### config.mk
export PLATFORM = sky130hd
export DESIGN_NAME = pong_game_ctrl_flat
export DESIGN_NICKNAME = d
export VERILOG_FILES = /design/src/rtl/pong_game_ctrl_if.sv /design/src/rtl/pong_game_ctrl.sv /design/src/flat_wrapper.sv
export SDC_FILE = /design/constraint.sdc
export NUM_CORES = 1
export LEC_CHECK = 0
export BUFFER_PORTS_ARGS = -buffer_cell sky130_fd_sc_hd__buf_2
export CORE_UTILIZATION = 52
export DETAILED_ROUTE_END_ITERATION = 10
export PLACE_DENSITY = 0.82
export SETUP_SLACK_MARGIN = 0.15
export SLEW_MARGIN = 15
export SYNTH_ARGS = -nofsm -noshare
export SYNTH_HDL_FRONTEND = slang
export SYNTH_SLANG_ARGS = --single-unit
### constraint.sdc
create_clock -name clk -period 3.04 [get_ports clk]
set_clock_uncertainty 0.1 [all_clocks]
set_input_delay 0.304 -clock clk [delete_from_list [all_inputs] [get_ports clk]]
set_output_delay 0.304 -clock clk [all_outputs]
set_load 0.02 [all_outputs]
### src/rtl/pong_game_ctrl_if.sv
// Signal bundle between the pong game sequencer and the rest of the pong design.
// The slave modport is the sequencer's view and the master modport is the view of the surrounding logic.
interface pong_game_ctrl_if #(
    parameter int BALL_W = 2
);
    logic [1:0]        btn;
    logic              hit;
    logic              miss;
    logic              timer_up;
    logic              timer_start;
    logic              graph_still;
    logic [1:0]        text_sel;
    logic [BALL_W-1:0] balls_left;
    logic [3:0]        score_d1;
    logic [3:0]        score_d0;
    logic [3:0]        hiscore_d1;
    logic [3:0]        hiscore_d0;

    modport slave (
        input  btn, hit, miss, timer_up,
        output timer_start, graph_still, text_sel, balls_left,
               score_d1, score_d0, hiscore_d1, hiscore_d0
    );

    modport master (
        output btn, hit, miss, timer_up,
        input  timer_start, graph_still, text_sel, balls_left,
               score_d1, score_d0, hiscore_d1, hiscore_d0
    );
endinterface

### src/rtl/pong_game_ctrl.sv
// Pong game-state sequencer: game phase, remaining balls, 2-digit BCD score, timer handshake.
// Define PONG_CTRL_HISCORE_EN to keep a high score; without it, hiscore_d1/d0 read 0.
module pong_game_ctrl #(
    parameter int BALLS  = 3,
    parameter int BALL_W = 2
) (
    input  logic             clk,
    input  logic             reset_n,
    pong_game_ctrl_if.slave  bus
);
    typedef enum logic [1:0] {
        NEWGAME = 2'd0,
        PLAY    = 2'd1,
        NEWBALL = 2'd2,
        OVER    = 2'd3
    } state_t;

    state_t            state_q, state_d;
    logic [BALL_W-1:0] balls_q;
    logic [3:0]        d1_q, d0_q;
    logic              pressed;
    logic              timer_start;
    logic              graph_still;
    logic [1:0]        text_sel;

    assign pressed = |bus.btn;

    // NOTE: sequential state uses non-blocking (<=) so every register samples pre-edge values.
    always_ff @(posedge clk or negedge reset_n) begin
        if (!reset_n) state_q <= NEWGAME;
        else          state_q <= state_d;
    end

    // NOTE: every output of this block gets a default first, so no path leaves one unassigned (no latch).
    always_comb begin
        state_d     = state_q;
        timer_start = 1'b0;
        graph_still = 1'b1;
        text_sel    = 2'd1;
        unique case (state_q)
            NEWGAME: begin
                if (pressed) state_d = PLAY;
            end
            PLAY: begin
                graph_still = 1'b0;
                text_sel    = 2'd0;
                if (bus.miss) begin
                    timer_start = 1'b1;
                    state_d     = (balls_q == '0) ? OVER : NEWBALL;
                end
            end
            NEWBALL: begin
                text_sel = 2'd0;
                if (bus.timer_up && pressed) state_d = PLAY;
            end
            OVER: begin
                text_sel = 2'd2;
                if (bus.timer_up) state_d = NEWGAME;
            end
            default: state_d = NEWGAME;
        endcase
    end

    // Ball count and score; a miss takes precedence over a same-cycle hit.
    always_ff @(posedge clk or negedge reset_n) begin
        if (!reset_n) begin
            balls_q <= BALL_W'(BALLS);
            d1_q    <= 4'd0;
            d0_q    <= 4'd0;
        end else begin
            if (state_q == NEWGAME && pressed) begin
                balls_q <= BALL_W'(BALLS - 1);
                d1_q    <= 4'd0;
                d0_q    <= 4'd0;
            end else if (state_q == PLAY) begin
                if (bus.miss) begin
                    if (balls_q != '0) balls_q <= balls_q - BALL_W'(1);
                end else if (bus.hit) begin
                    if (d0_q == 4'd9) begin
                        d0_q <= 4'd0;
                        d1_q <= (d1_q == 4'd9) ? 4'd0 : d1_q + 4'd1;
                    end else begin
                        d0_q <= d0_q + 4'd1;
                    end
                end
            end
        end
    end

`ifdef PONG_CTRL_HISCORE_EN
    logic [3:0] hi_d1_q, hi_d0_q;

    // Digits never exceed 9, so the packed BCD pair compares correctly as a plain 8-bit number.
    always_ff @(posedge clk or negedge reset_n) begin
        if (!reset_n) begin
            hi_d1_q <= 4'd0;
            hi_d0_q <= 4'd0;
        end else if (state_q == PLAY && bus.miss && balls_q == '0
                     && {d1_q, d0_q} > {hi_d1_q, hi_d0_q}) begin
            hi_d1_q <= d1_q;
            hi_d0_q <= d0_q;
        end
    end

    assign bus.hiscore_d1 = hi_d1_q;
    assign bus.hiscore_d0 = hi_d0_q;
`else
    assign bus.hiscore_d1 = 4'd0;
    assign bus.hiscore_d0 = 4'd0;
`endif

    assign bus.timer_start = timer_start;
    assign bus.graph_still = graph_still;
    assign bus.text_sel    = text_sel;
    assign bus.balls_left  = balls_q;
    assign bus.score_d1    = d1_q;
    assign bus.score_d0    = d0_q;
endmodule

### src/flat_wrapper.sv
// flat-port wrapper written by rule: the top's interface ports become plain ports
module pong_game_ctrl_flat 
#(
    parameter int BALLS  = 3,
    parameter int BALL_W = 2
)
  (clk, reset_n, bus_btn, bus_hit, bus_miss, bus_timer_up, bus_timer_start, bus_graph_still, bus_text_sel, bus_balls_left, bus_score_d1, bus_score_d0, bus_hiscore_d1, bus_hiscore_d0);
  pong_game_ctrl_if #(.BALL_W(BALL_W)) bus_i ();
  input  logic clk;
  input  logic reset_n;
  input wire logic [$bits(bus_i.btn)-1:0] bus_btn;
  input wire logic [$bits(bus_i.hit)-1:0] bus_hit;
  input wire logic [$bits(bus_i.miss)-1:0] bus_miss;
  input wire logic [$bits(bus_i.timer_up)-1:0] bus_timer_up;
  output wire logic [$bits(bus_i.timer_start)-1:0] bus_timer_start;
  output wire logic [$bits(bus_i.graph_still)-1:0] bus_graph_still;
  output wire logic [$bits(bus_i.text_sel)-1:0] bus_text_sel;
  output wire logic [$bits(bus_i.balls_left)-1:0] bus_balls_left;
  output wire logic [$bits(bus_i.score_d1)-1:0] bus_score_d1;
  output wire logic [$bits(bus_i.score_d0)-1:0] bus_score_d0;
  output wire logic [$bits(bus_i.hiscore_d1)-1:0] bus_hiscore_d1;
  output wire logic [$bits(bus_i.hiscore_d0)-1:0] bus_hiscore_d0;
  assign bus_i.btn = bus_btn;
  assign bus_i.hit = bus_hit;
  assign bus_i.miss = bus_miss;
  assign bus_i.timer_up = bus_timer_up;
  assign bus_timer_start = bus_i.timer_start;
  assign bus_graph_still = bus_i.graph_still;
  assign bus_text_sel = bus_i.text_sel;
  assign bus_balls_left = bus_i.balls_left;
  assign bus_score_d1 = bus_i.score_d1;
  assign bus_score_d0 = bus_i.score_d0;
  assign bus_hiscore_d1 = bus_i.hiscore_d1;
  assign bus_hiscore_d0 = bus_i.hiscore_d0;
  pong_game_ctrl #(.BALLS(BALLS), .BALL_W(BALL_W)) u_core (.clk(clk), .reset_n(reset_n), .bus(bus_i));
endmodule
## Word level (Yosys, flattened, before mapping)

Index checks and enable logic that the tools add are counted.

- Register bits: 12
- Output and inout bits: 22

- Add/sub/neg operators: 3
- Equal/unequal tests: 10
- Multiplexer cells: 25
- Reductions and logical operators: 16

Operators by type and width:

| operator | number |
|---|---|
| $mux 4 | 11 |
| $mux 2 | 8 |
| $reduce_bool 2->1 | 6 |
| $add 4x1->4 const B | 2 |
| $eq 4x4->1 const B | 2 |
| $pmux 2 s4 | 1 |
| $reduce_and 4->1 | 2 |
| $ne 2x1->1 const B | 3 |
| $reduce_and 3->1 | 2 |
| $eq 2x2->1 const B | 2 |
| $logic_not 2->1 | 2 |
| $mux 1 | 4 |
| $ne 2x2->1 const B | 2 |
| $pmux 2 s2 | 1 |
| $reduce_or 2->1 | 2 |
| $eq 2x1->1 const B | 1 |
| $logic_and 1x1->1 | 2 |
| $sub 2x1->2 const B | 1 |

## Logic depth before layout (Yosys ltp)

Gate-level depths: netlist of run 1.

- Depth in word-level cells: 7
- Depth in mapped cells: 5
- Gate-level depth less buffers: 5

## Worst setup path before layout of run 1

OpenSTA, ideal clock, no wires.

- Path kind: register -> register
- Start: register u_core.d0_q[1] (netlist: u_core.bus.score_d0[1])
- End: register u_core.d0_q[2] (netlist: u_core.bus.score_d0[2])
- Library setup time: 0.078 ns
- Arrival time: 1.461 ns
- Setup slack: 1.401 ns
- Cell stages (with the launch flop): 6
- Buffers on the path: 0
- Period minus slack after synthesis: 1.639 ns
- Path through: dfrtp_1 -> inv_1 -> ha_1 -> and3b_1 -> or4_1 -> a21oi_1

- Word-level cells in the longest chain between the ends: 6
- Elaborated cells on any way between the ends: 7

Ends and longest elaborated chain:

| what | RTL line | RTL |
|---|---|---|
| from (decl) | pong_game_ctrl.sv:20 | `logic [3:0] d1_q, d0_q;` |
| from (signal assigned) | pong_game_ctrl.sv:83 | `d0_q <= d0_q + 4'd1;` |
| $add 4x1->4 / $eq 4x4->1 (equally long branches) | pong_game_ctrl.sv:83, pong_game_ctrl.sv:79 |  |
| $mux 4 (*) | pong_game_ctrl.sv:79 | `if (d0_q == 4'd9) begin` |
| $mux 4 (*) | pong_game_ctrl.sv:78 | `end else if (bus.hit) begin` |
| $mux 4 (*) | pong_game_ctrl.sv:76 | `if (bus.miss) begin` |
| $mux 4 (*) | pong_game_ctrl.sv:75 | `end else if (state_q == PLAY) begin` |
| $mux 4 (*) | pong_game_ctrl.sv:71 | `if (state_q == NEWGAME && pressed) begin` |

Every way passes the cells marked *; elsewhere a longest branch is shown, timed or not. The select of a mux whose other input is x is not followed.
A chain may end at the register's enable or synchronous reset.

## Worst setup path after layout of run 1

- Start: register u_core.state_q[1]
- End: register u_core.d0_q[3] (netlist: u_core.bus.score_d0[3])

- Word-level cells in the longest chain between the ends: 4
- Elaborated cells on any way between the ends: 8

Ends and longest elaborated chain:

| what | RTL line | RTL |
|---|---|---|
| from (decl) | pong_game_ctrl.sv:18 | `state_t state_q, state_d;` |
| from (signal assigned) | pong_game_ctrl.sv:31 | `else state_q <= state_d;` |
| $logic_not 2->1 | pong_game_ctrl.sv:71 |  |
| $logic_and 1x1->1 | pong_game_ctrl.sv:71 |  |
| $ne 2x1->1 (no source line) / $reduce_bool 2->1 (equally long branches) | -- |  |
| $reduce_and 3->1 (no source line) | -- |  |

Several ways; a longest one is shown, not always the timed one.

==> impl_metrics.prom, run 1 <==
# TYPE chip_impl_metric gauge
chip_impl_metric{name="sw_frac_of_total",unit="%"} 42.6
chip_impl_metric{name="power.total",unit="uW"} 676
chip_impl_metric{name="i_o_pins",unit=""} 29
chip_impl_metric{name="numPortBuffers",unit=""} 20
chip_impl_info{name="timing.critical_path.slowest_stage_cell",value="sky130_fd_sc_hd__or4b_1"} 1
chip_impl_info{name="hold_class",value="in -> reg"} 1
chip_impl_info{name="cp_cell_sequence",value="nand4bb_4 > or4b_1 > a31oi_1"} 1
chip_impl_metric{name="seq_area",unit="um^2"} 303
chip_impl_metric{name="drt_iter0_drc",unit=""} 14
chip_impl_metric{name="whs_path_depth",unit=""} 3
chip_impl_metric{name="design.die.area",unit="um^2"} 1780
chip_impl_info{name="worst_r2r_startpoint",value="u_core.state_q[1]"} 1
chip_impl_metric{name="diodes",unit=""} 0
chip_impl_metric{name="floorplan.initialDensity",unit="%"} 55.8
chip_impl_metric{name="syn_area",unit="um^2"} 841
chip_impl_metric{name="timing.critical_path.slowest_cell_delay",unit="ps"} 550
chip_impl_info{name="synth_largest_area_cell",value="sky130_fd_sc_hd__dfrtp_1"} 1
chip_impl_metric{name="synth_edf_count",unit=""} 0
chip_impl_metric{name="global_placement_routability_congestion",unit=""} 0.835
chip_impl_metric{name="final_hold_viol_count",unit=""} 0
chip_impl_metric{name="seq_area_frac_synth",unit="%"} 36.0
chip_impl_metric{name="max_cap_violations",unit=""} 0
chip_impl_metric{name="finalMaxSlewViolations",unit=""} 0
chip_impl_metric{name="final-setup-viol-count",unit=""} 0
chip_impl_info{name="setup.worst_path.end_class",value="flop"} 1
chip_impl_metric{name="area_occupied_by_multi_input_gates",unit="um^2"} 458
chip_impl_metric{name="number_of_global_route_vias_before_repair",unit=""} 604
chip_impl_metric{name="post_cts_buffers",unit=""} 0
chip_impl_metric{name="worst_ep_arrival_time",unit="ps"} 1810
chip_impl_metric{name="fillCellCount",unit=""} 130
chip_impl_metric{name="route.final.wire_length",unit="um"} 1620
chip_impl_info{name="most_used_flip_flop_cell_after_synthesis",value="sky130_fd_sc_hd__dfrtp_1"} 1
chip_impl_metric{name="r2r.worst_path.cells",unit=""} 3
chip_impl_metric{name="p_switching",unit="uW"} 288
chip_impl_metric{name="timing_worst_slew_pin_value",unit="ps"} 613
chip_impl_metric{name="die_w",unit="um"} 42.2
chip_impl_metric{name="syn_area_per_cell",unit="um^2"} 9.34
chip_impl_metric{name="worst_slew_margin_rel",unit="%"} 58.9
chip_impl_info{name="worst_path_dominant_cell_family",value="simple AND/OR/NAND/NOR gates"} 1
chip_impl_metric{name="clock_insertion_delay_at_the_later_pin_of_the_skew_report",unit="ps"} 280
chip_impl_metric{name="placement.cell_area",unit="um^2"} 911
chip_impl_metric{name="fin_crit",unit="ps"} 1710
chip_impl_metric{name="num_vias",unit=""} 710
chip_impl_metric{name="min_period_over_period",unit="%"} 56.1
chip_impl_info{name="top_area_cells_in_the_synthesized_netlist",value="sky130_fd_sc_hd__dfrtp_1 30%, sky130_fd_sc_hd__buf_4 8.0%, sky130_fd_sc_hd__ha_1 7.4%, sky130_fd_sc_hd__dfstp_2 6.3%, sky130_fd_sc_hd__a21oi_1 4.2%"} 1
chip_impl_metric{name="required",unit="ps"} 3140
chip_impl_info{name="startpoint_type",value="flop"} 1
chip_impl_metric{name="floorplan.die.height",unit="um"} 42.2
chip_impl_metric{name="total_number_of_clock_tree_sinks",unit=""} 12
chip_impl_metric{name="buffer_levels_on_the_longest_clock_path",unit=""} 2
chip_impl_metric{name="synthCells",unit=""} 90
chip_impl_metric{name="synth_warnings",unit=""} 0
chip_impl_info{name="whs_endpoint",value="u_core.state_q[1]"} 1
chip_impl_info{name="cts_tree",value="yes"} 1
chip_impl_metric{name="critical_path.max_fanout",unit=""} 13
chip_impl_info{name="ys_top_cells_by_count",value="10 x sky130_fd_sc_hd__dfrtp_1, 9 x sky130_fd_sc_hd__buf_4, 8 x sky130_fd_sc_hd__inv_1"} 1
chip_impl_metric{name="power.share.sequential",unit="%"} 38.2
chip_impl_metric{name="track_usage",unit="%"} 19.1
chip_impl_metric{name="finish.net_count",unit=""} 124
chip_impl_info{name="criticalPathCategory",value="reg -> reg"} 1
chip_impl_info{name="hold_start",value="bus_timer_up"} 1
chip_impl_metric{name="rows",unit=""} 14
chip_impl_metric{name="timing.reg2reg.setup_slack",unit="ps"} 1330
chip_impl_info{name="grt_setup_unrepaired",value="false"} 1
chip_impl_metric{name="clkPwrFrac",unit="%"} 19.0
chip_impl_metric{name="cts.clk_slew.worst_paths",unit="ps"} 80
chip_impl_metric{name="number_of_unique_standard_cell_types_used_by_synthesis",unit=""} 37
chip_impl_metric{name="power_per_cell_area",unit="nW/um^2"} 706
chip_impl_metric{name="wire_length_of_the_first_global_routing_pass",unit="um"} 2570
chip_impl_metric{name="layout-drive-gt1-share",unit="%"} 27.9
chip_impl_metric{name="setup_total_negative_slack",unit="ps"} 0
chip_impl_info{name="clock-root-buffer",value="sky130_fd_sc_hd__clkbuf_4"} 1
chip_impl_metric{name="dpl.hpwl",unit="um"} 1190
chip_impl_metric{name="cts_max_level",unit=""} 1
chip_impl_metric{name="vdd_drop_max",unit="mV"} 0.415
chip_impl_metric{name="final-instance-count-excl-fill",unit=""} 127
chip_impl_metric{name="antenna_violating_nets_post_route",unit=""} 0
chip_impl_info{name="most_frequent_cell_after_synthesis",value="sky130_fd_sc_hd__dfrtp_1"} 1
chip_impl_metric{name="ys_async_rst_share",unit="%"} 100
chip_impl_metric{name="antenna_found_initial",unit=""} 0
chip_impl_metric{name="fmax",unit="GHz"} 0.586
chip_impl_metric{name="yosysTopAreaCellShare",unit="%"} 29.8
chip_impl_metric{name="maximum_number_of_pins_on_one_net_before_global_route_repair",unit=""} 14
chip_impl_info{name="timing.critical_path.from",value="u_core.state_q[1]"} 1
chip_impl_metric{name="dr.pass1.iters",unit=""} 4
chip_impl_info{name="crit-reg2reg-capture",value="u_core.bus.score_d0[3]"} 1
chip_impl_metric{name="hold_slack",unit="ps"} 253
chip_impl_metric{name="area_delta_synth_final",unit="%"} 13.8
chip_impl_metric{name="p_leak",unit="uW"} 0.000451
chip_impl_metric{name="final_cell_area",unit="um^2"} 957
chip_impl_metric{name="fp.coreArea",unit="um^2"} 1510
chip_impl_metric{name="post_drt_wl_per_cell",unit="um"} 12.7
chip_impl_metric{name="remaining_drc_errors",unit=""} 0
chip_impl_info{name="outcome",value="finished, final reports clean"} 1
chip_impl_metric{name="internal_power_consumption",unit="uW"} 388
chip_impl_metric{name="numCtsBuffers",unit=""} 3
chip_impl_metric{name="synth_seq_cells",unit=""} 12
chip_impl_metric{name="post-place-cells",unit=""} 122
chip_impl_metric{name="critical_path_buf_inv_count",unit=""} 0
chip_impl_metric{name="grt_overflow_total",unit=""} 0
chip_impl_metric{name="comb_power_share",unit="%"} 42.8
chip_impl_metric{name="viasPerCell",unit=""} 5.59
## cells by family after synthesis
logic type	Yosys count	share of synthesized area [%]
and+or+nand+nor	30	25.2
adders and majority gates	5	7.44
other	1	0.446
xor gates and xnor gates	1	1.04
buffers and inverters	19	12.6
DFF	12	36.0
AOI/OAI and AO/OA	22	17.3
## worst reg2reg max path: stages, from the launching register on
cell	delay (ps)
sky130_fd_sc_hd__dfrtp_1	480
sky130_fd_sc_hd__nand4bb_4	330
sky130_fd_sc_hd__or4b_1	550
sky130_fd_sc_hd__a31oi_1	160
## worst max-delay path by stage
stage / endpoint / slack (ps) / cells past startpoint
4_1_cts: u_core.bus.score_d0[3] / 1330 / 3
3_3_place_gp: u_core.bus.score_d0[3] / 1420 / 3
5_1_grt: u_core.bus.score_d0[3] / 1220 / 3
3_5_place_dp: u_core.bus.score_d0[3] / 1360 / 3
2_1_floorplan: u_core.bus.score_d0[2] / 1400 / 5
6_report: u_core.bus.score_d0[3] / 1330 / 3
## layout make-up
type,count,area share (%)
inverters,8,3.14
flip-flops and latches,12,31.6
repair buffers,21,11.5
clock buffers,4,3.79
multi-input cells,66,47.8
well taps,16,2.09
## power by group through the flow
stage	sequential, uW	combinational (uW)	clock [uW]
5_1_grt	263	316	137
4_1_cts	256	292	133
3_5_place_dp	260	290	0
3_3_place_gp	257	281	0
6_report	258	289	129
2_1_floorplan	251	232	0
## routing by layer
layer	up-vias	track usage (%)	part of all wire (%)
met2	20	30.8	49
li1	349	-	-
met5	-	0	0
met1	335	25.1	46
met3	6	2.59	3.5
met4	0	9.38	1.9
## registers in the layout (all words and copies together) (netlist names)
register and count:
u_core.state_q 2, u_core.bus.score_d1 4, u_core.bus.balls_left 2, u_core.bus.score_d0 4
## stage by stage
stage	util [%]	setup WS, ps
after detailed placement	60.5	1360
final	63.5	1330
after global routing	63.5	1220
after global placement	60.5	1420
after floorplan	-	1400
after CTS	63.5	1330
## layout by cell type, fill, tap and decap left out, drive strengths merged, types with 2 or more instances in the layout
cell      n
a21o      2
o21ai     5
ha        5
a21oi     7
o31ai     2
nand4bb   2
nand3b    2
inv       8
clkbuf    4
nand2     4
conb      8
nand3     2
nor2      6
dfrtp    10
dfstp     2
buf      20
nand4b    2
or3       2
## repair_timing
item | 4_1_cts | 5_1_grt
endpoints found under the setup margin | 0 | 0
gates resized for setup | 0 | 0
endpoints found under the hold margin | 10 | 0
hold buffers | 1 | 0
No activity file was read; power rests on OpenSTA's default activity.
==> run 2, diff against run 1 <==
--- a/config.mk
+++ b/config.mk
@@ -5,10 +5,11 @@
 export SDC_FILE = /design/constraint.sdc
 export NUM_CORES = 1
 export LEC_CHECK = 0
+export ABC_AREA = 1
 export BUFFER_PORTS_ARGS = -buffer_cell sky130_fd_sc_hd__buf_2
-export CORE_UTILIZATION = 52
+export CORE_UTILIZATION = 45
 export DETAILED_ROUTE_END_ITERATION = 10
-export PLACE_DENSITY = 0.82
+export PLACE_DENSITY = 0.74
 export SETUP_SLACK_MARGIN = 0.15
 export SLEW_MARGIN = 15
 export SYNTH_ARGS = -nofsm -noshare
==> constraint.sdc (replaced) <==
create_clock -name clk -period 1.4 [get_ports clk]
set_clock_uncertainty 0.1 [all_clocks]
set_input_delay 0.14 -clock clk [delete_from_list [all_inputs] [get_ports clk]]
set_output_delay 0.14 -clock clk [all_outputs]
set_load 0.02 [all_outputs]
==> impl_metrics.prom, run 2 <==
# TYPE chip_impl_metric gauge
chip_impl_metric{name="wire_length_of_the_first_global_routing_pass",unit="um"} 2750
chip_impl_metric{name="worst_ep_arrival_time",unit="ps"} 1120
chip_impl_metric{name="hold_slack",unit="ps"} 27.1
chip_impl_info{name="most_frequent_cell_after_synthesis",value="sky130_fd_sc_hd__nand2_1"} 1
chip_impl_metric{name="track_usage",unit="%"} 18.2
chip_impl_metric{name="diodes",unit=""} 0
chip_impl_metric{name="synthCells",unit=""} 127
chip_impl_metric{name="seq_area_frac_synth",unit="%"} 32.6
chip_impl_metric{name="finalMaxSlewViolations",unit=""} 0
chip_impl_metric{name="post-place-cells",unit=""} 174
chip_impl_metric{name="dpl.hpwl",unit="um"} 1390
chip_impl_info{name="hold_class",value="in -> reg"} 1
chip_impl_metric{name="ys_async_rst_share",unit="%"} 100
chip_impl_metric{name="number_of_global_route_vias_before_repair",unit=""} 661
chip_impl_metric{name="antenna_found_initial",unit=""} 0
chip_impl_metric{name="whs_path_depth",unit=""} 3
chip_impl_metric{name="timing.critical_path.slowest_cell_delay",unit="ps"} 410
chip_impl_metric{name="viasPerCell",unit=""} 4.61
chip_impl_metric{name="max_cap_violations",unit=""} 0
chip_impl_info{name="synth_largest_area_cell",value="sky130_fd_sc_hd__dfrtp_1"} 1
chip_impl_metric{name="required",unit="ps"} 1160
chip_impl_metric{name="total_number_of_clock_tree_sinks",unit=""} 12
chip_impl_info{name="cp_cell_sequence",value="inv_2 > nand2_2 > nor2_4 > buf_6"} 1
chip_impl_metric{name="buffer_levels_on_the_longest_clock_path",unit=""} 2
chip_impl_info{name="setup.worst_path.end_class",value="primary output"} 1
chip_impl_metric{name="final_hold_viol_count",unit=""} 0
chip_impl_metric{name="fmax",unit="GHz"} 0.737
chip_impl_metric{name="area_delta_synth_final",unit="%"} 32.6
chip_impl_metric{name="vdd_drop_max",unit="mV"} 1.19
chip_impl_info{name="most-common-layout-cells",value="34 x sky130_fd_sc_hd__nand2_1, 14 x sky130_fd_sc_hd__inv_1, 14 x sky130_fd_sc_hd__buf_2"} 1
chip_impl_metric{name="fillCellCount",unit=""} 168
chip_impl_info{name="layout.cells.most_common",value="sky130_fd_sc_hd__nand2_1"} 1
chip_impl_metric{name="die_w",unit="um"} 47.4
chip_impl_metric{name="design.die.area",unit="um^2"} 2250
chip_impl_metric{name="setup_total_negative_slack",unit="ps"} 0
chip_impl_info{name="grt_setup_unrepaired",value="true"} 1
chip_impl_metric{name="final-instance-count-excl-fill",unit=""} 186
chip_impl_metric{name="maximum_number_of_pins_on_one_net_before_global_route_repair",unit=""} 13
chip_impl_metric{name="synth_seq_cells",unit=""} 12
chip_impl_metric{name="fp.coreArea",unit="um^2"} 1940
chip_impl_metric{name="finish.net_count",unit=""} 172
chip_impl_metric{name="worst_slack",unit="ps"} 44.0
chip_impl_metric{name="number_of_unique_standard_cell_types_used_by_synthesis",unit=""} 23
chip_impl_metric{name="floorplan.initialDensity",unit="%"} 47.8
chip_impl_info{name="clock-root-buffer",value="sky130_fd_sc_hd__clkbuf_4"} 1
chip_impl_metric{name="p_leak",unit="uW"} 0.000701
chip_impl_metric{name="synth_warnings",unit=""} 0
chip_impl_metric{name="rows",unit=""} 16
chip_impl_metric{name="syn_area_per_cell",unit="um^2"} 7.31
chip_impl_info{name="criticalPathCategory",value="reg -> out"} 1
chip_impl_metric{name="cts.clk_slew.worst_paths",unit="ps"} 80
chip_impl_info{name="top_area_cells_in_the_synthesized_netlist",value="sky130_fd_sc_hd__dfrtp_1 27%, sky130_fd_sc_hd__nand2_1 16%, sky130_fd_sc_hd__inv_1 7.7%, sky130_fd_sc_hd__ha_1 6.7%, sky130_fd_sc_hd__buf_4 6.5%"} 1
chip_impl_metric{name="power.total",unit="uW"} 2730
chip_impl_info{name="most_used_flip_flop_cell_after_synthesis",value="sky130_fd_sc_hd__dfrtp_1"} 1
chip_impl_metric{name="global_placement_routability_congestion",unit=""} 0.767
chip_impl_metric{name="post_drt_wl_per_cell",unit="um"} 10.6
chip_impl_info{name="outcome",value="finished, final reports clean"} 1
chip_impl_info{name="startpoint_type",value="flop"} 1
chip_impl_metric{name="route.final.wire_length",unit="um"} 1980
chip_impl_metric{name="power_per_cell_area",unit="nW/um^2"} 2220
chip_impl_metric{name="final-setup-viol-count",unit=""} 0
chip_impl_info{name="timing.critical_path.slowest_stage_cell",value="sky130_fd_sc_hd__dfrtp_1"} 1
chip_impl_metric{name="numPortBuffers",unit=""} 20
chip_impl_metric{name="min_period_over_period",unit="%"} 96.9
chip_impl_metric{name="drt_iter0_drc",unit=""} 16
chip_impl_metric{name="synth_edf_count",unit=""} 0
chip_impl_metric{name="num_vias",unit=""} 857
chip_impl_metric{name="pre_cts_ws",unit="ps"} 128
chip_impl_metric{name="syn_area",unit="um^2"} 928
chip_impl_metric{name="grt_overflow_total",unit=""} 0
chip_impl_metric{name="dr.pass1.iters",unit=""} 4
chip_impl_metric{name="critical_path.max_fanout",unit=""} 3
chip_impl_metric{name="numCtsBuffers",unit=""} 3
chip_impl_metric{name="i_o_pins",unit=""} 29
chip_impl_metric{name="remaining_drc_errors",unit=""} 0
chip_impl_metric{name="r2r.worst_path.cells",unit=""} 7
chip_impl_metric{name="layout-drive-gt1-share",unit="%"} 43.4
chip_impl_metric{name="yosysTopAreaCellShare",unit="%"} 27.0
chip_impl_metric{name="clock_insertion_delay_at_the_later_pin_of_the_skew_report",unit="ps"} 280
chip_impl_metric{name="cts_max_level",unit=""} 1
chip_impl_info{name="cts_tree",value="yes"} 1
chip_impl_metric{name="fin_crit",unit="ps"} 1360
chip_impl_info{name="ys_top_cells_by_count",value="39 x sky130_fd_sc_hd__nand2_1, 19 x sky130_fd_sc_hd__inv_1, 11 x sky130_fd_sc_hd__nor2_1"} 1
chip_impl_metric{name="floorplan.die.height",unit="um"} 47.4
chip_impl_metric{name="antenna_violating_nets_post_route",unit=""} 0
## run 2: cell count changes after synthesis, sizes merged, moves of 4 or more
cell / change
nand2: +41
nand3: +4
a21oi: -5
nor2: +8
inv: +15
## run 2: path summary, 6_finish.rpt
kind	from	endpoint	slack (ps)
worst max-delay path	u_core.state_q[1]	bus_timer_start	40
worst max register to register	u_core.state_q[1]	u_core.bus.score_d1[3]	60
worst min register to register	u_core.bus.score_d1[3]	u_core.bus.score_d1[3]	440
worst min-delay path	bus_miss	u_core.bus.balls_left[1]	30
min in group asynchronous	reset_n	u_core.bus.score_d1[3]	170
max in group asynchronous	reset_n	u_core.bus.balls_left[1]	760
## run 2: through the flow
stage	cell area (um^2)	util [%]
2_1_floorplan	987	-
3_3_place_gp	1070	55.0
3_5_place_dp	1070	55.0
4_1_cts	1190	61.3
5_1_grt	1230	63.4
6_report	1230	63.4
## run 2: logic make-up after synthesis
group | count (synthesis) | share of synthesized area (%)
and+or+nand+nor | 68 | 36.9
buffers and inverters | 31 | 16.3
DFF | 12 | 32.6
AOI/OAI and AO/OA | 8 | 5.12
adders and majority gates | 5 | 6.74
xor gates and xnor gates | 2 | 1.89
other | 1 | 0.404
## run 2: where the power goes
part | internal, uW | total (uW) | switching (uW)
Sequential | 511 | 689 | 178
Clock | 158 | 286 | 127
Combinational | 717 | 1750 | 1040
## run 2: cell type report
cell class	count	area, um^2	area share [%]
well taps	27	33.8	2.74
flip-flops and latches	12	308	25.0
inverters	23	91.3	7.42
clock buffers	4	36.3	2.95
multi-input cells	91	554	45.0
repair buffers	29	208	16.9
## run 2: timing repair
action / 4_1_cts / 5_1_grt
gates resized for setup: 12 / 9
endpoints found under the hold margin: 12 / 0
pin swaps: 9 / 7
hold buffers: 1 / 0
buffers inserted: 5 / 2
endpoints found under the setup margin: 9 / 18
## run 2: routing by layer
metal	global-route usage (%)	vias to the layer above	wire length (um)
met2	32.1	21	989
met3	4.53	5	86
met1	21.0	397	872
met5	0	-	0
met4	7.43	0	27
li1	-	434	-
## run 2: critical path, delay by kind of cell, from the launching register on
family	cells	cell delay (ps)
DFF	1	410
and+or+nand+nor	2	200
buffers and inverters	2	230
==> run 3, diff against run 2 <==
--- a/config.mk
+++ b/config.mk
@@ -10,6 +10,7 @@
 export CORE_UTILIZATION = 45
 export DETAILED_ROUTE_END_ITERATION = 10
 export PLACE_DENSITY = 0.74
+export REMOVE_ABC_BUFFERS = 1
 export SETUP_SLACK_MARGIN = 0.15
 export SLEW_MARGIN = 15
 export SYNTH_ARGS = -nofsm -noshare
==> impl_metrics.prom, run 3 (synthesis results as in run 2) <==
# TYPE chip_impl_metric gauge
chip_impl_metric{name="worst_ep_arrival_time",unit="ps"} 1090
chip_impl_metric{name="design.die.area",unit="um^2"} 2250
chip_impl_metric{name="power.share.sequential",unit="%"} 24.2
chip_impl_metric{name="fin_crit",unit="ps"} 1330
chip_impl_metric{name="antenna_violating_nets_post_route",unit=""} 0
chip_impl_metric{name="clkPwrFrac",unit="%"} 10.3
chip_impl_metric{name="power_per_cell_area",unit="nW/um^2"} 2160
chip_impl_metric{name="die_w",unit="um"} 47.4
chip_impl_metric{name="numCtsBuffers",unit=""} 3
chip_impl_metric{name="internal_power_consumption",unit="uW"} 1410
chip_impl_metric{name="min_period_over_period",unit="%"} 94.9
chip_impl_metric{name="post_drt_wl_per_cell",unit="um"} 9.93
chip_impl_info{name="cp_cell_sequence",value="buf_4 > nand2_1 > inv_1 > buf_2"} 1
chip_impl_metric{name="final-setup-viol-count",unit=""} 0
chip_impl_metric{name="remaining_drc_errors",unit=""} 0
chip_impl_metric{name="dpl.hpwl",unit="um"} 1440
chip_impl_info{name="criticalPathCategory",value="reg -> out"} 1
chip_impl_metric{name="timing.critical_path.slowest_cell_delay",unit="ps"} 390
chip_impl_metric{name="seq_area",unit="um^2"} 305
chip_impl_metric{name="finalMaxSlewViolations",unit=""} 0
chip_impl_info{name="layout.cells.most_common",value="sky130_fd_sc_hd__nand2_1"} 1
chip_impl_info{name="clock-root-buffer",value="sky130_fd_sc_hd__clkbuf_4"} 1
chip_impl_metric{name="fillCellCount",unit=""} 174
chip_impl_metric{name="wire_length_of_the_first_global_routing_pass",unit="um"} 2730
chip_impl_metric{name="floorplan.initialDensity",unit="%"} 47.8
chip_impl_metric{name="p_leak",unit="uW"} 0.000741
chip_impl_metric{name="sw_frac_of_total",unit="%"} 48.1
chip_impl_metric{name="dr_wl_met2",unit="um"} 1040
chip_impl_info{name="hold_class",value="in -> reg"} 1
chip_impl_metric{name="final_hold_viol_count",unit=""} 0
chip_impl_info{name="startpoint_type",value="flop"} 1
chip_impl_metric{name="rows",unit=""} 16
chip_impl_metric{name="area_delta_synth_final",unit="%"} 36.1
chip_impl_metric{name="worst_slack",unit="ps"} 71.6
chip_impl_metric{name="buffer_levels_on_the_longest_clock_path",unit=""} 2
chip_impl_metric{name="required",unit="ps"} 1160
chip_impl_metric{name="vdd_drop_max",unit="mV"} 1.15
chip_impl_metric{name="track_usage",unit="%"} 17.9
chip_impl_metric{name="num_vias",unit=""} 844
chip_impl_metric{name="layout-drive-gt1-share",unit="%"} 41.7
chip_impl_metric{name="floorplan.die.height",unit="um"} 47.4
chip_impl_metric{name="maximum_number_of_pins_on_one_net_before_global_route_repair",unit=""} 13
chip_impl_metric{name="fp.coreArea",unit="um^2"} 1940
chip_impl_metric{name="total_number_of_clock_tree_sinks",unit=""} 12
chip_impl_info{name="outcome",value="finished, final reports clean"} 1
chip_impl_metric{name="met3_length",unit="um"} 61
chip_impl_metric{name="pre_cts_ws",unit="ps"} -9.41
chip_impl_metric{name="route.final.wire_length",unit="um"} 1890
chip_impl_metric{name="numPortBuffers",unit=""} 20
chip_impl_metric{name="grt_overflow_total",unit=""} 0
chip_impl_metric{name="number_of_global_route_vias_before_repair",unit=""} 711
chip_impl_metric{name="drt-met1-wl",unit="um"} 766
chip_impl_metric{name="diodes",unit=""} 0
chip_impl_metric{name="critical_path_buf_inv_count",unit=""} 3
chip_impl_metric{name="max_cap_violations",unit=""} 0
chip_impl_info{name="cts_tree",value="yes"} 1
chip_impl_metric{name="comb_power_share",unit="%"} 65.5
chip_impl_metric{name="area_occupied_by_multi_input_gates",unit="um^2"} 552
chip_impl_metric{name="clock_insertion_delay_at_the_later_pin_of_the_skew_report",unit="ps"} 280
chip_impl_metric{name="i_o_pins",unit=""} 29
chip_impl_info{name="top_signal_layer_used",value="met4"} 1
chip_impl_metric{name="global_placement_routability_congestion",unit=""} 0.755
chip_impl_info{name="timing.critical_path.slowest_stage_cell",value="sky130_fd_sc_hd__dfrtp_1"} 1
chip_impl_metric{name="cts.clk_slew.worst_paths",unit="ps"} 80
chip_impl_metric{name="critical_path.max_fanout",unit=""} 3
chip_impl_info{name="worst_path_dominant_cell_family",value="flip-flops"} 1
chip_impl_metric{name="cts_max_level",unit=""} 1
chip_impl_metric{name="drt_iter0_drc",unit=""} 8
chip_impl_info{name="grt_setup_unrepaired",value="true"} 1
chip_impl_metric{name="fmax",unit="GHz"} 0.753
chip_impl_metric{name="viasPerCell",unit=""} 4.44
chip_impl_metric{name="dr.pass1.iters",unit=""} 4
chip_impl_info{name="most-common-layout-cells",value="35 x sky130_fd_sc_hd__nand2_1, 15 x sky130_fd_sc_hd__inv_1, 14 x sky130_fd_sc_hd__buf_2"} 1
chip_impl_metric{name="finish.net_count",unit=""} 176
chip_impl_metric{name="p_switching",unit="uW"} 1310
chip_impl_metric{name="antenna_found_initial",unit=""} 0
chip_impl_metric{name="post-place-cells",unit=""} 176
chip_impl_metric{name="final-instance-count-excl-fill",unit=""} 190
chip_impl_info{name="setup.worst_path.end_class",value="primary output"} 1
==> run 3: changes by cell type in the layout (fill, tap and decap cells not counted), sizes merged <==
cell / previous run / this run
buf: 28 / 32
==> run 3: path summary, 6_finish.rpt <==
path,from,cells after the start,end,slack [ps]
hold reg to reg,u_core.bus.score_d1[3],2,u_core.bus.score_d1[3],440
hold / removal,bus_miss,3,u_core.bus.balls_left[1],30
setup reg to reg,u_core.state_q[1],7,u_core.bus.score_d1[3],90
setup / recovery,u_core.state_q[1],4,bus_text_sel[1],70
max in group asynchronous,reset_n,2,u_core.bus.balls_left[1],770
min in group asynchronous,reset_n,2,u_core.bus.score_d0[0],160
==> run 3: what timing repair did <==
action                                  in CTS  in global routing
hold buffers                                 1                  0
endpoints found under the hold margin       12                  0
buffers inserted                             6                  3
gates resized for setup                     17                 16
pin swaps                                    9                  4
endpoints found under the setup margin      15                 21
==> run 3: power by group through the flow <==
stage	logic [uW]	clock network, uW	registers (uW)
3_3_place_gp	1380	0	653
5_1_grt	1980	315	684
2_1_floorplan	896	0	793
4_1_cts	1660	282	649
6_report	1790	280	661
3_5_place_dp	1430	0	662
==> run 3: per-layer routing <==
metal,GRT usage [%],vias to the layer above
met1,19.4,381
met5,0,-
met4,9.71,0
li1,-,439
met3,5.66,3
met2,31.0,21
==> run 3: per-stage QoR <==
stage	utilization [%]	hold WS [ps]	power, uW	area, um^2	TNS (ps)
after floorplan	-	-256	1690	895	0
after global placement	54.1	-67.3	2030	1050	0
after detailed placement	54.1	-67.1	2090	1050	-9.41
after CTS	61.5	29.0	2600	1190	0
after global routing	65.1	36.9	2980	1260	0
final	65.1	33.2	2730	1260	0
==> run 3: tightest hold or removal path: stages <==
cell	delay, ps
sky130_fd_sc_hd__buf_2	110
sky130_fd_sc_hd__nand3_2	100
sky130_fd_sc_hd__o21ai_1	60
==> run 3: cell type report <==
type	count	share of cell area (%)
Timing Repair Buffer	33	19.4
Inverter	23	7.23
Tap cell	27	2.67
Sequential cell	12	24.2
Clock buffer	4	2.87
Multi-Input combinational cell	91	43.7
